<file path="config.mk">
export PLATFORM = sky130hd
export DESIGN_NAME = inst_queue
export DESIGN_NICKNAME = d
export VERILOG_FILES = /design/src/rtl/core_pkg.sv /design/src/rtl/inst_queue.sv
export SDC_FILE = /design/constraint.sdc
export NUM_CORES = 1
export LEC_CHECK = 0
export ABC_AREA = 1
export CORE_AREA = 2 2 175 143
export DETAILED_ROUTE_END_ITERATION = 6
export DIE_AREA = 0 0 177 145
export PLACE_DENSITY = 0.86
export SYNTH_ARGS = -nofsm -noshare
export SYNTH_HDL_FRONTEND = slang
export SYNTH_SLANG_ARGS = --single-unit
</file>
<file path="constraint.sdc">
create_clock -name clk -period 4.5 [get_ports clk]
set_input_delay 0.9 -clock clk [delete_from_list [all_inputs] [get_ports clk]]
set_output_delay 0.9 -clock clk [all_outputs]
set_load 0.005 [all_outputs]
</file>
<file path="src/rtl/core_pkg.sv">
// Core-wide constants shared by the fetch, decode and execute stages.
package core_pkg;
  localparam int XLEN = 32;
  localparam int ILEN = 32;
  localparam logic [31:0] NOP = 32'h0000_0013;
endpackage

</file>
<file path="src/rtl/inst_queue.sv">
// Fetch-to-decode instruction FIFO with a registered head; flushed by execute redirects.
module inst_queue #(
  parameter int DEPTH = 4,
  parameter int XLEN  = core_pkg::XLEN,
  parameter int ILEN  = core_pkg::ILEN,
  parameter int AFULL = DEPTH - 1
) (
  input  logic                       clk,
  input  logic                       rst,
  input  logic                       valid_i,
  output logic                       ready_o,
  input  logic [XLEN-1:0]            pc_i,
  input  logic [ILEN-1:0]            inst_i,
  output logic                       valid_ro,
  input  logic                       ready_i,
  output logic [XLEN-1:0]            pc_ro,
  output logic [ILEN-1:0]            inst_ro,
  input  logic                       jump_taken_i,
  output logic [$clog2(DEPTH+1)-1:0] count_o,
  output logic                       afull_o
);
  localparam int PW = $clog2(DEPTH);
  localparam int CW = $clog2(DEPTH + 1);

  logic [DEPTH-1:0][XLEN-1:0] pc_mem;
  logic [DEPTH-1:0][ILEN-1:0] inst_mem;
  logic [PW-1:0]              wr_ptr, rd_ptr;
  logic [CW-1:0]              cnt;
  logic                       push, pop;

  // Handshake flags come from registered state only, so ready_o never depends on ready_i.
  assign ready_o  = (cnt != CW'(DEPTH));
  assign valid_ro = (cnt != '0);
  assign count_o  = cnt;
  assign afull_o  = (cnt >= CW'(AFULL));
  assign pc_ro    = pc_mem[rd_ptr];
  assign inst_ro  = inst_mem[rd_ptr];

  assign push = valid_i  & ready_o & ~jump_taken_i;
  assign pop  = valid_ro & ready_i & ~jump_taken_i;

  always_ff @(posedge clk) begin
    if (rst) begin
      pc_mem   <= '0;
      inst_mem <= '0;
      wr_ptr   <= '0;
      rd_ptr   <= '0;
      cnt      <= '0;
    end else if (jump_taken_i) begin
      // storage is left as-is; only the bookkeeping is cleared
      wr_ptr <= '0;
      rd_ptr <= '0;
      cnt    <= '0;
    end else begin
      if (push) begin
        pc_mem[wr_ptr]   <= pc_i;
        inst_mem[wr_ptr] <= inst_i;
        wr_ptr           <= wr_ptr + PW'(1);
      end
      if (pop)
        rd_ptr <= rd_ptr + PW'(1);
      case ({push, pop})
        2'b10:   cnt <= cnt + CW'(1);
        2'b01:   cnt <= cnt - CW'(1);
        default: cnt <= cnt;
      endcase
    end
  end
endmodule
</file>
==> out/metrics.cfg <==
[outcome]
run_status=finished, final reports clean

[sta]
hold_slack_ns=0.503
hold_viol_final=0
max-slew-margin-rel_pct=33.6
min_period_ns=4.16
fin_tns_setup_ns=0
rsz0062_at_grt=false
fin_ws_ns=0.339
fmax_mhz=240
fin_crit_sh_pct=92.5
report.final.setup_viol=0
tightest_slew_ns=0.996
fin_skew_ns=0.0178
final_max_slew_viol_count=0

[global_routing]
antenna_found_initial=2
grt_pass1_vias=13735
grt_max_degree=123
track_usage_pct=30.4
grt_pass1_wl_um=65700
grt_overflow_total=0

[floorplanning]
die_x_um=177
ios=139
floorplan.initialDensity_pct=62.1
row_count=51
die_y_um=145
core_um2=23900
fp.dieArea_um2=25700

[cts]
clk_latency_ns=0.54
cts_max_path_buffers=3
cts_hold_buf=0
cts_tree=built
postCtsSetupBuffers=0
clkSlewWorstSetupHoldPaths_ns=0.06
numCtsBuffers=27
h-tree-depth=1
cts-root-buf=clkbuf_16
cts_num_sinks=263
cts_resized=0

[detailed_routing]
vias=14577
drc=0
drt_iter0_drc=1376
ant_nets=0
routed_via_density=5.26
routed_wl_um=39600
wl_per_cell_um=14.3
first_pass_iters=6

[pwr]
p_leak_nw=8.21
irDropWorstVdd_uv=348
power_density_nw_per_um2=328

[setup_path]
r2r_start=count_o[0]
cp_max_fo=48
path_class=reg2out
reg2reg_to=inst_mem[19]
crit_arrival_ns=3.26
startpoint_type=flop
reg2reg_slack_ns=1.99
reg2reg_depth=7
worstPathRequired_ns=3.60
critPathCaptureType=primary output

[min_path]
holdPathStages=4
hold_start=pc_mem[39]
whs_endpoint=pc_mem[39]
hp-class=reg2reg

[layout]
nets=2506
area_delta_synth_final_pct=13.0
final_util_pct=70.1
drive_gt1_share_pct=4.40

[synthesis]
yosysWarnings=0
synth_nets=2499
syn-cell-area_um2=14900
yosysUniqueCellTypes=21
netlist_instances=2424
ys_seq_elements=263
avgSynthCellArea_um2=6.13
ys_seq_area_share_pct=35.4

[placed_design]
dp_slack_ns=1.00
port_buffers=138
dp_hpwl_um=20800
gp_congestion=0.788

[job]
drv_cap=0

## cell families (layout without fill, tap and decap cells)
logic type / Yosys count / count (layout) / share of synthesized area, %
other: 0 / 2 / 0
AND/OR/NAND/NOR: 1184 / 1184 / 34.6
flip-flops: 263 / 263 / 35.4
adder cells (fa/ha/maj): 6 / 6 / 0.556
AO/OA/AOI/OAI: 200 / 200 / 7.28
buffers and inverters: 771 / 799 / 22.1
## cells in the final DEF, fill, tap and decap left out, types with 18 or more instances in the layout
cell             synthesis  routed
nand2_1                527     527
clkdlybuf4s50_1          0     138
clkbuf_16                0      27
dfxtp_1                263     261
o22ai_1                 64      64
inv_1                  564     562
buf_4                   25      18
inv_2                   27      27
o21ai_0                131     131
nor2_1                 390     390
nand4_1                256     256
## flip-flops by register name, indices dropped and copies added (netlist names)
register / cells
wr_ptr: 2
inst_mem: 128
pc_mem: 128
count_o: 3
rd_ptr: 2
## worst max-delay path by stage
stage / end / startpoint / depth (start not counted)
2_1_floorplan: count_o[2] / valid_i / 14
3_3_place_gp: inst_ro[28] / rd_ptr[0] / 6
3_5_place_dp: inst_ro[28] / rd_ptr[0] / 6
4_1_cts: inst_ro[28] / rd_ptr[0] / 6
5_1_grt: inst_ro[28] / rd_ptr[0] / 6
6_report: inst_ro[28] / rd_ptr[0] / 6
## cell type report
cell class	count	area, um2
clock buffers	37	773
well taps	318	398
diodes	2	5.00
flip-flops and latches	263	5270
inverters	591	2220
multi-input cells	1390	6340
clock inverters	13	221
fillers	1994	7140
repair buffers	158	1560
## stage by stage
| step | total power, W | std cells | cell area, um2 |
|---|---|---|---|
| 3_5_place_dp | 0.00304 | 2720 | 15800 |
| 6_report | 0.00551 | 2772 | 16800 |
| 4_1_cts | 0.00553 | 2770 | 16800 |
| 2_1_floorplan | 0.00281 | 2424 | 14900 |
| 3_3_place_gp | 0.00303 | 2720 | 15800 |
| 5_1_grt | 0.00570 | 2772 | 16800 |
## critical path, stage by stage, from the launching register on
cell and delay, ns:
dfxtp_4 0.70, clkinv_2 0.49, buf_4 0.38, buf_4 0.28, o21ai_0 0.23, o22ai_1 0.14
clkdlybuf4s50_1 0.47
## Yosys cell counts
| master | instances | area (um2) |
|---|---|---|
| a21oi_1 | 5 | 25.0 |
| buf_1 | 35 | 131 |
| buf_2 | 48 | 240 |
| buf_4 | 25 | 188 |
| buf_6 | 31 | 349 |
| clkbuf_1 | 41 | 154 |
| dfxtp_1 | 263 | 5270 |
| fa_1 | 1 | 20.0 |
| ha_1 | 5 | 62.6 |
| inv_1 | 564 | 2120 |
| inv_2 | 27 | 101 |
| nand2_1 | 527 | 1980 |
| nand2_2 | 1 | 6.26 |
| nand3_1 | 4 | 20.0 |
| nand3_2 | 1 | 10.0 |
| nand3_4 | 3 | 52.6 |
| nand4_1 | 256 | 1600 |
| nor2_1 | 390 | 1460 |
| nor2_2 | 2 | 12.5 |
| o21ai_0 | 131 | 656 |
| o22ai_1 | 64 | 400 |
## per-layer routing
metal	GRT usage (%)	part of all wire [%]
met1	40.0	42
met2	51.3	47
met3	3.85	8.4
met4	10.2	2.5
met5	0	0
## report_power, final
group / internal, W / leakage (nW) / switching, W / total, W
clock network: 0.00154 / 0.490 / 0.000959 / 0.00250
registers: 0.00238 / 2.13 / 0.0000287 / 0.00241
logic: 0.000258 / 5.59 / 0.000339 / 0.000598
(Power assumes the default switching activity.)
